### src/rtl/load_store_unit.sv
// Load/store unit: in-order store buffer drained to a doubleword RAM by direct or read-modify-write cycles.
// Optional build macro STORE_FWD_EN: dword stores forward to younger loads; partial-store hazards stall.

module load_store_unit #(
  parameter int SB_DEPTH = 4
) (
  input  logic        clk,
  input  logic        rst_n,
  input  logic        req_valid,
  output logic        req_ready,
  input  logic        req_write,
  input  logic [1:0]  req_size,
  input  logic        req_signed,
  input  logic [63:0] req_addr,
  input  logic [63:0] req_wdata,
  output logic        resp_valid,
  output logic [63:0] resp_rdata,
  output logic        misalign,
  output logic        sb_busy,
  output logic        mem_read,
  output logic        mem_write,
  output logic [63:0] mem_addr,
  output logic [63:0] mem_wdata,
  input  logic [63:0] mem_rdata
);

  localparam int PW = $clog2(SB_DEPTH);
  localparam int CW = PW + 1;
  localparam logic [CW-1:0] FULL_CNT = CW'(SB_DEPTH);
  localparam logic [CW-1:0] CNT_ONE  = CW'(1);
  localparam logic [PW-1:0] PTR_ONE  = PW'(1);

  typedef enum logic [2:0] {
    S_IDLE   = 3'd0,
    S_LOAD   = 3'd1,
    S_DWR    = 3'd2,
    S_RMW_RD = 3'd3,
    S_RMW_WR = 3'd4
  } state_t;

  state_t        state_q, state_d;

  logic [60:0]   sb_idx_q  [SB_DEPTH];
  logic [2:0]    sb_off_q  [SB_DEPTH];
  logic [1:0]    sb_size_q [SB_DEPTH];
  logic [63:0]   sb_data_q [SB_DEPTH];
  logic [PW-1:0] head_q, tail_q;
  logic [CW-1:0] count_q;

  logic [60:0]   ld_idx_q;
  logic [2:0]    ld_off_q;
  logic [1:0]    ld_size_q;
  logic          ld_signed_q;
  logic [63:0]   rmw_q;

  logic          resp_valid_q, resp_valid_d;
  logic [63:0]   resp_rdata_q, resp_rdata_d;
  logic          misalign_q, misalign_d;

  logic          empty_s, full_s, misaligned_s, req_ready_s;
  logic          acc_s, ld_acc_s, push_s, pop_s;
  logic          match_s, fwd_ok_s, stall_s, fwd_hit_s;
  logic [63:0]   fwd_data_s;
  logic [63:0]   mask_s, merge_data_s;
  logic          mem_read_s, mem_write_s;
  logic [63:0]   mem_addr_s, mem_wdata_s;

  function automatic logic [63:0] size_mask(input logic [1:0] size);
    case (size)
      2'b00:   size_mask = 64'h0000_0000_0000_00FF;
      2'b01:   size_mask = 64'h0000_0000_0000_FFFF;
      2'b10:   size_mask = 64'h0000_0000_FFFF_FFFF;
      default: size_mask = 64'hFFFF_FFFF_FFFF_FFFF;
    endcase
  endfunction

  function automatic logic [63:0] extract_load(input logic [63:0] dw, input logic [2:0] off,
                                               input logic [1:0] size, input logic sgn);
    logic [63:0] lane;
    lane = dw >> {off, 3'b000};
    case (size)
      2'b00:   extract_load = {{56{sgn & lane[7]}}, lane[7:0]};
      2'b01:   extract_load = {{48{sgn & lane[15]}}, lane[15:0]};
      2'b10:   extract_load = {{32{sgn & lane[31]}}, lane[31:0]};
      default: extract_load = lane;
    endcase
  endfunction

  assign empty_s = (count_q == {CW{1'b0}});
  assign full_s  = (count_q == FULL_CNT);

  // Alignment check: address must be a multiple of the access size.
  always_comb begin
    case (req_size)
      2'b00:   misaligned_s = 1'b0;
      2'b01:   misaligned_s = req_addr[0];
      2'b10:   misaligned_s = |req_addr[1:0];
      default: misaligned_s = |req_addr[2:0];
    endcase
  end

`ifdef STORE_FWD_EN
  logic [PW-1:0] scan_pos_s;
  logic          scan_hit_s;

  // Oldest-to-youngest scan so the youngest matching entry decides forward vs stall.
  always_comb begin
    match_s    = 1'b0;
    fwd_ok_s   = 1'b0;
    fwd_data_s = 64'h0;
    scan_pos_s = head_q;
    scan_hit_s = 1'b0;
    for (int i = 0; i < SB_DEPTH; i++) begin
      scan_pos_s = head_q + i[PW-1:0];
      scan_hit_s = (count_q > i[CW-1:0]) && (sb_idx_q[scan_pos_s] == req_addr[63:3]);
      match_s    = match_s | scan_hit_s;
      fwd_ok_s   = scan_hit_s ? (sb_size_q[scan_pos_s] == 2'b11) : fwd_ok_s;
      fwd_data_s = scan_hit_s ? sb_data_q[scan_pos_s] : fwd_data_s;
    end
  end
`else
  assign match_s    = ~empty_s;
  assign fwd_ok_s   = 1'b0;
  assign fwd_data_s = 64'h0;
`endif

  assign stall_s   = match_s & ~fwd_ok_s;
  assign fwd_hit_s = match_s & fwd_ok_s;

  // Stores only need buffer space; loads need the idle slot and no unresolved hazard.
  always_comb begin
    if (req_write) begin
      req_ready_s = ~full_s;
    end else begin
      req_ready_s = (state_q == S_IDLE) & ~stall_s;
    end
  end

  assign acc_s    = req_valid & req_ready_s;
  assign ld_acc_s = acc_s & ~req_write;
  assign push_s   = acc_s & req_write & ~misaligned_s;
  assign pop_s    = (state_q == S_DWR) || (state_q == S_RMW_WR);

  assign mask_s       = size_mask(sb_size_q[head_q]) << {sb_off_q[head_q], 3'b000};
  assign merge_data_s = (rmw_q & ~mask_s) |
                        ((sb_data_q[head_q] & size_mask(sb_size_q[head_q])) << {sb_off_q[head_q], 3'b000});

  // Next-state: a load accept beats starting a drain in the same idle cycle.
  always_comb begin
    state_d = state_q;
    case (state_q)
      S_IDLE: begin
        if (ld_acc_s) begin
          state_d = (misaligned_s || fwd_hit_s) ? S_IDLE : S_LOAD;
        end else if (!empty_s) begin
          state_d = (sb_size_q[head_q] == 2'b11) ? S_DWR : S_RMW_RD;
        end else begin
          state_d = S_IDLE;
        end
      end
      S_RMW_RD: state_d = S_RMW_WR;
      S_LOAD, S_DWR, S_RMW_WR: state_d = S_IDLE;
      default: state_d = S_IDLE;
    endcase
  end

  // RAM port decode from the current state.
  always_comb begin
    mem_read_s  = 1'b0;
    mem_write_s = 1'b0;
    mem_addr_s  = 64'h0;
    mem_wdata_s = 64'h0;
    case (state_q)
      S_LOAD: begin
        mem_read_s = 1'b1;
        mem_addr_s = {3'b000, ld_idx_q};
      end
      S_DWR: begin
        mem_write_s = 1'b1;
        mem_addr_s  = {3'b000, sb_idx_q[head_q]};
        mem_wdata_s = sb_data_q[head_q];
      end
      S_RMW_RD: begin
        mem_read_s = 1'b1;
        mem_addr_s = {3'b000, sb_idx_q[head_q]};
      end
      S_RMW_WR: begin
        mem_write_s = 1'b1;
        mem_addr_s  = {3'b000, sb_idx_q[head_q]};
        mem_wdata_s = merge_data_s;
      end
      default: mem_read_s = 1'b0;
    endcase
  end

  // Response next-state: misaligned store may coincide with a LOAD-state result.
  always_comb begin
    misalign_d   = acc_s & misaligned_s;
    resp_valid_d = 1'b0;
    resp_rdata_d = 64'h0;
    if (state_q == S_LOAD) begin
      resp_valid_d = 1'b1;
      resp_rdata_d = extract_load(mem_rdata, ld_off_q, ld_size_q, ld_signed_q);
    end else if (ld_acc_s && misaligned_s) begin
      resp_valid_d = 1'b1;
      resp_rdata_d = 64'h0;
    end else if (ld_acc_s && fwd_hit_s) begin
      resp_valid_d = 1'b1;
      resp_rdata_d = extract_load(fwd_data_s, req_addr[2:0], req_size, req_signed);
    end else begin
      resp_valid_d = 1'b0;
      resp_rdata_d = 64'h0;
    end
  end

  // Control state, response registers and load/RMW capture.
  always_ff @(posedge clk) begin
    if (!rst_n) begin
      state_q      <= S_IDLE;
      resp_valid_q <= 1'b0;
      resp_rdata_q <= 64'h0;
      misalign_q   <= 1'b0;
      ld_idx_q     <= 61'h0;
      ld_off_q     <= 3'b000;
      ld_size_q    <= 2'b00;
      ld_signed_q  <= 1'b0;
      rmw_q        <= 64'h0;
    end else begin
      state_q      <= state_d;
      resp_valid_q <= resp_valid_d;
      resp_rdata_q <= resp_rdata_d;
      misalign_q   <= misalign_d;
      if (ld_acc_s) begin
        ld_idx_q    <= req_addr[63:3];
        ld_off_q    <= req_addr[2:0];
        ld_size_q   <= req_size;
        ld_signed_q <= req_signed;
      end
      if (state_q == S_RMW_RD) begin
        rmw_q <= mem_rdata;
      end
    end
  end

  // Buffer pointers and occupancy; payload validity is implied by count_q.
  always_ff @(posedge clk) begin
    if (!rst_n) begin
      head_q  <= {PW{1'b0}};
      tail_q  <= {PW{1'b0}};
      count_q <= {CW{1'b0}};
    end else begin
      if (push_s) tail_q <= tail_q + PTR_ONE;
      if (pop_s)  head_q <= head_q + PTR_ONE;
      case ({push_s, pop_s})
        2'b10:   count_q <= count_q + CNT_ONE;
        2'b01:   count_q <= count_q - CNT_ONE;
        default: count_q <= count_q;
      endcase
    end
  end

  // Store-buffer payload write.
  always_ff @(posedge clk) begin
    if (push_s) begin
      sb_idx_q[tail_q]  <= req_addr[63:3];
      sb_off_q[tail_q]  <= req_addr[2:0];
      sb_size_q[tail_q] <= req_size;
      sb_data_q[tail_q] <= req_wdata;
    end
  end

  assign req_ready  = req_ready_s;
  assign resp_valid = resp_valid_q;
  assign resp_rdata = resp_rdata_q;
  assign misalign   = misalign_q;
  assign sb_busy    = ~empty_s;
  assign mem_read   = mem_read_s;
  assign mem_write  = mem_write_s;
  assign mem_addr   = mem_addr_s;
  assign mem_wdata  = mem_wdata_s;

endmodule
### config.mk
export PLATFORM = sky130hd
export DESIGN_NAME = load_store_unit
export DESIGN_NICKNAME = d
export VERILOG_FILES = /design/src/rtl/load_store_unit.sv
export SDC_FILE = /design/constraint.sdc
export NUM_CORES = 1
export LEC_CHECK = 0
export BUFFER_PORTS_ARGS = -buffer_cell sky130_fd_sc_hd__buf_2
export CAP_MARGIN = 20
export CORE_MARGIN = 5
export CORE_UTILIZATION = 58
export DETAILED_ROUTE_END_ITERATION = 8
export PLACE_DENSITY_LB_ADDON = 0.1
export SETUP_SLACK_MARGIN = 0.05
export SLEW_MARGIN = 20
export SYNTH_ARGS = -nofsm -noshare
export SYNTH_HDL_FRONTEND = slang
export SYNTH_SLANG_ARGS = --single-unit
### constraint.sdc
create_clock -name clk -period 6.7 [get_ports clk]
set_clock_uncertainty 0.1 [all_clocks]
set_input_delay 0.335 -clock clk [delete_from_list [all_inputs] [get_ports clk]]
set_output_delay 0.335 -clock clk [all_outputs]
set_load 0.005 [all_outputs]
==> results.cfg, run 1 <==
[floorplanning]
io_pins = 397
dieArea_um2 = 58460
rows = 85
die_h_um = 241.8
core_area_um2 = 53500
die_w_um = 241.8
initial_core_util = 0.5825

[synth]
ys_async_sr_fraction = 0
ys_types = 66
synth_edf_count = 520
synth_seq_area_share = 0.6354
ys_warn_count = 0
ys.flop_type = edfxtp_1
synth_seq_cells = 729
syn_area_um2 = 31160
syn_area_per_cell_um2 = 13.99
synthCells = 2227

[timing]
fin_crit_ns = 5.160
rsz0062_at_grt = no
tightest_slew_ns = 1.172
slew-limit-headroom = 0.2126
hold_violations = 0
finalSetupViolCount = 0
slew_violations = 0
fmax_mhz = 193.8
period_share = 0.7701
timing.setup.tns_ns = 0

[grt]
first_global_vias = 22180
grt-ovfl-total = 0
grt_max_degree = 107
grt_pass1_wl_um = 144100
antenna_found_initial = 11
grt_usage = 0.3248

[final_layout]
drive_above_1_share = 0.2568
area_growth_syn_to_layout_pct = 21.56
nFillCells = 3546
fin_nets = 2947
multi_input_area_um2 = 10670
regArea_um2 = 19810

[worst_setup_path]
timing.rr.start = ld_off_q[0]
worstPathArrival_ns = 4.72
cp.required_ns = 6.26
reg2reg_slack_ns = 3.31
path_class = reg -> out
end_kind = output port
ff2ff_path_depth = 6
critPathLaunchType = flip-flop
endpoint = mem_wdata[56]
critPathMaxFanout = 37
r2r-end = resp_rdata[43]

[detailed_routing]
drcViolationCount = 0
dr.pass1.iters = 6
routed_wl_um = 97410
viasPerCell = 6.330
wl_per_cell_um = 27.84
drt_iter0_drc = 2184
drtAntennaViolNets = 0
routed-via-count = 22150

[clock_network]
path_clk_slew_ns = 0.06
cts_hold_buf = 195
clk_latency_ns = 0.61
cts_htree_levels = 3
cts_tree = yes
cts_resized = 0
cts_num_sinks = 729
cts_buffers = 75
clock-root-buffer = clkbuf_16
post-cts-setup-buffers = 0
cts_max_path_buffers = 3

[placed_design]
portBuffers = 393
gp_congestion = 0.9809
place_hpwl_um = 62300

[hold_path]
hp-class = in -> reg

[run_status]
status = finished clean

[run]
max_cap_viol_count = 0

[power]
finalPower_mw = 10.95
p_per_area_nw_per_um2 = 289.0
p_leak_nw = 13.33
peakVddDrop_mv = 0.2605
## logic make-up after synthesis
kind of cell / synth area share
AND/OR/NAND/NOR: 0.06778
other: 0.0001204
multiplexers: 0.1398
adder cells (fa/ha/maj): 0.002650
AO/OA/AOI/OAI: 0.1280
XOR/XNOR: 0.001125
flip-flops: 0.6354
buffers and inverters: 0.02506
## final cells by class
class | instances | share of cell area
clock inverter | 27 | 0.006078
multi-input combinational | 1313 | 0.2817
inverter | 12 | 0.001189
sequential | 729 | 0.5230
clock buffer | 104 | 0.05510
tap | 696 | 0.02299
timing repair buffer | 611 | 0.1094
antenna | 7 | 0.0004625
## layer usage
metal	GRT usage	vias to the layer above	wire length [um]
li1	-	9624	-
met1	0.4379	11120	37880
met2	0.5296	1183	47360
met3	0.07818	220	8623
met4	0.1067	4	3516
met5	0	-	34
## cells in the final DEF, fill, tap and decap left out, types with 10 or more instances in the layout
cell type      instances
mux2i_1               73
a21o_1                12
mux2_2                24
buf_2                392
o22ai_1               17
edfxtp_1             520
o21ai_1               10
nand2_1              360
nand2b_1              19
mux4_2               149
nand3_1               10
dlygate4sd3_1        195
clkbuf_1              20
inv_1                 12
o21ai_0               84
clkbuf_16             76
buf_4                 20
a221o_1               28
a21oi_1               96
a22o_1                73
a21boi_0             138
and3_1                11
a2bb2oi_1             17
dfxtp_1              205
nor2_1                35
a22oi_1               14
a32oi_1               26
## cell usage after synthesis (13+ instances only)
master	count	area share
a21boi_0	138	0.033
a21oi_1	96	0.015
a221o_1	28	0.0090
a22o_1	73	0.021
a22oi_1	14	0.0034
a2bb2oi_1	17	0.0048
a32oi_1	26	0.0073
and2_1	13	0.0026
buf_1	15	0.0018
buf_2	36	0.0058
clkbuf_1	116	0.014
dfxtp_1	209	0.13
edfxtp_1	520	0.50
mux2_2	24	0.0087
mux2i_1	73	0.023
mux4_2	149	0.11
nand2_1	362	0.044
nand2b_1	19	0.0038
nor2_1	36	0.0043
o21ai_0	84	0.013
o22ai_1	17	0.0034
## worst max-delay path: stages (launching register included)
cell and delay (ns):
dfxtp_4 0.85, mux4_2 0.93, nand3b_1 0.97, o21ai_0 0.41
a21oi_1 0.07, o21ai_0 0.64, buf_2 0.24
## sequential cells by signal, summed over array words and instances, names as in the netlist, named ones only
name	count
ld_signed_q	1
resp_rdata	64
misalign	1
sb_size_q	8
tail_q	2
rmw_q	64
state_q	3
ld_size_q	2
resp_valid	1
head_q	2
sb_idx_q	244
ld_off_q	3
count_q	3
sb_off_q	12
ld_idx_q	61
sb_data_q	256
## where the power goes
part	switching (mW)	leakage [nW]	total, mW	internal, mW
logic	1.18	5.80	1.98	0.799
clock network	1.68	1.13	3.94	2.26
registers	0.0994	6.39	5.02	4.92
total	2.96	13.3	10.9	7.98
## metrics by stage
| step | cells | hold WS, ns | setup WS [ns] | area, um^2 | utilization |
|---|---|---|---|---|---|
| 2_1_floorplan | 2229 | 0.3339 | 1.934 | 31170 | - |
| 3_3_place_gp | 3166 | 0.3506 | 2.317 | 33570 | 0.6276 |
| 3_5_place_dp | 3166 | 0.3577 | 2.262 | 33570 | 0.6276 |
| 4_1_cts | 3492 | 0.007229 | 1.614 | 37840 | 0.7074 |
| 5_1_grt | 3498 | 0.02677 | 1.183 | 37880 | 0.7080 |
| 6_report | 3499 | 0.04792 | 1.540 | 37880 | 0.7081 |
## worst min path at each step
stage                  from         endpoint  slack (ns)  depth (start not counted)
2_1_floorplan  req_wdata[0]  sb_data_q[0][0]        0.33                          0
3_3_place_gp   ld_idx_q[32]     ld_idx_q[32]        0.35                          2
3_5_place_dp   ld_idx_q[54]     ld_idx_q[54]        0.36                          2
4_1_cts           req_valid         misalign       0.007                          2
5_1_grt           req_valid         misalign        0.03                          2
6_report          req_valid         misalign        0.05                          2
Power figures use the tool's default switching activity.
==> run 2: changes to the inputs <==
CORE_UTILIZATION = 52   (was 58)
clock period = 4.2 ns   (was 6.7 ns; I/O delays follow)
==> results.cfg, run 2 (same netlist as run 1, synthesis figures left out) <==
[run_status]
status = finished clean

[detailed_routing]
dr_wl_met2_um = 46670
routed-via-count = 21930
drtAntennaViolNets = 0
routed_wl_um = 98850
drt_iter0_drc = 1864
wl_met3_um = 8121
drcViolationCount = 0
top_layer = met5
viasPerCell = 6.057
wl_per_cell_um = 27.31
met1Wirelength_um = 40620
dr.pass1.iters = 6

[floorplanning]
io_pins = 397
core_area_um2 = 59240
rows = 89
die_h_um = 254.8
dieArea_um2 = 64920
initial_core_util = 0.5260
die_w_um = 254.8

[final_layout]
final_core_util = 0.6512
top_regs = sb_data_q x256, sb_idx_q x244
fin_nets = 2984
drive_above_1_share = 0.2673
regMostFlops = sb_data_q
area_growth_syn_to_layout_pct = 23.82
final_cell_area_um2 = 38580
final_common_cell = edfxtp_1
final_cell_mix = edfxtp_1, buf_2, nand2_1
fin_cells = 3620
largest_reg_flops = 256

[placed_design]
gp_congestion = 0.9900
place_hpwl_um = 66590
post-place-cells = 3275
dpl_worst_slack_ns = 0.8798
dpl-instance-area_um2 = 34010
portBuffers = 393

[grt]
first_global_vias = 21850
antenna_found_initial = 11
grt_pass1_wl_um = 142900
grt_usage = 0.2972
grt_max_degree = 98
grt-ovfl-total = 0

[worst_setup_path]
critPathMaxFanout = 37
cp.required_ns = 3.89
path_delay_family = compound AO/OA/AOI/OAI gates
cp_slowest_cell = o21ai_0
critical_path_buf_inv_count = 2
critPathMaxStageDelay_ns = 0.66
worstPathCellList = buf_4 > mux2i_1 > mux2_2 > nand2_1 > a2bb2oi_1 > o21ai_0 > buf_2
path_class = reg -> out
critPathLaunchType = flip-flop
end_kind = output port
worstPathArrival_ns = 3.75

[timing]
slew_violations = 0
timing.setup.tns_ns = 0
hold_violations = 0
fin_ws_ns = 0.1364
tightest_slew_ns = 1.105
rsz0062_at_grt = no
hold_ws_ns = 0.07418
fin_crit_ns = 4.064
fmax_mhz = 246.1
period_share = 0.9675
finalSetupViolCount = 0
slew-limit-headroom = 0.2605

[clock_network]
cts_resized = 0
path_clk_slew_ns = 0.06
cts_max_path_buffers = 3
cts_htree_levels = 3
cts_tree = yes
cts_buffers = 75
clk_latency_ns = 0.61
cts_num_sinks = 729
clock-root-buffer = clkbuf_16

[run]
max_cap_viol_count = 0

[power]
p_per_area_nw_per_um2 = 469.0
peakVddDrop_mv = 0.5027
p_leak_nw = 13.63
finalPower_mw = 18.09

[hold_path]
hp-class = in -> reg
==> run 2: cell count changes in the layout (fill, tap and decap cells not counted), moves of 3 or more <==
cell / previous run / this run
buf_12: 4 / 12
buf_4: 20 / 46
bufinv_16: 2 / 9
clkinv_1: 9 / 5
dlygate4sd3_1: 195 / 198
==> run 2: final timing paths <==
kind	from	end	slack [ns]	cells after the start
setup / recovery	flip-flop	mem_wdata[27]	0.14	7
hold / removal	rst_n	ld_idx_q[51]	0.07	2
setup reg to reg	ld_off_q[0]	resp_rdata[17]	0.99	5
hold reg to reg	ld_idx_q[51]	ld_idx_q[51]	0.36	2
==> run 2: layer usage <==
layer,vias to the layer above,global-route usage
met5,-,0
met4,6,0.09644
met3,200,0.06822
met2,993,0.4676
met1,11020,0.4175
li1,9705,-
==> run 2: final cells by class <==
| cell class | count | area, um^2 |
|---|---|---|
| Multi-Input combinational cell | 1313 | 10660 |
| Clock buffer | 104 | 2066 |
| Inverter | 12 | 45.04 |
| Timing Repair Buffer | 648 | 4529 |
| Sequential cell | 729 | 19810 |
| Antenna cell | 8 | 20.02 |
| Fill cell | 4397 | 20660 |
| Tap cell | 773 | 967.2 |
| Clock inverter | 33 | 483.0 |
==> run 2: power breakdown <==
part | total, mW | switching, mW | internal (mW)
sequential | 7.97 | 0.123 | 7.85
clock | 6.83 | 2.79 | 4.04
combinational | 3.29 | 1.95 | 1.35
total | 18.1 | 4.86 | 13.2
==> run 2: what timing repair did <==
action                                 CTS  global route
endpoints found under the hold margin  679             0
buffers inserted                         0             2
hold buffers                           198             0
setup endpoints to repair                0             2
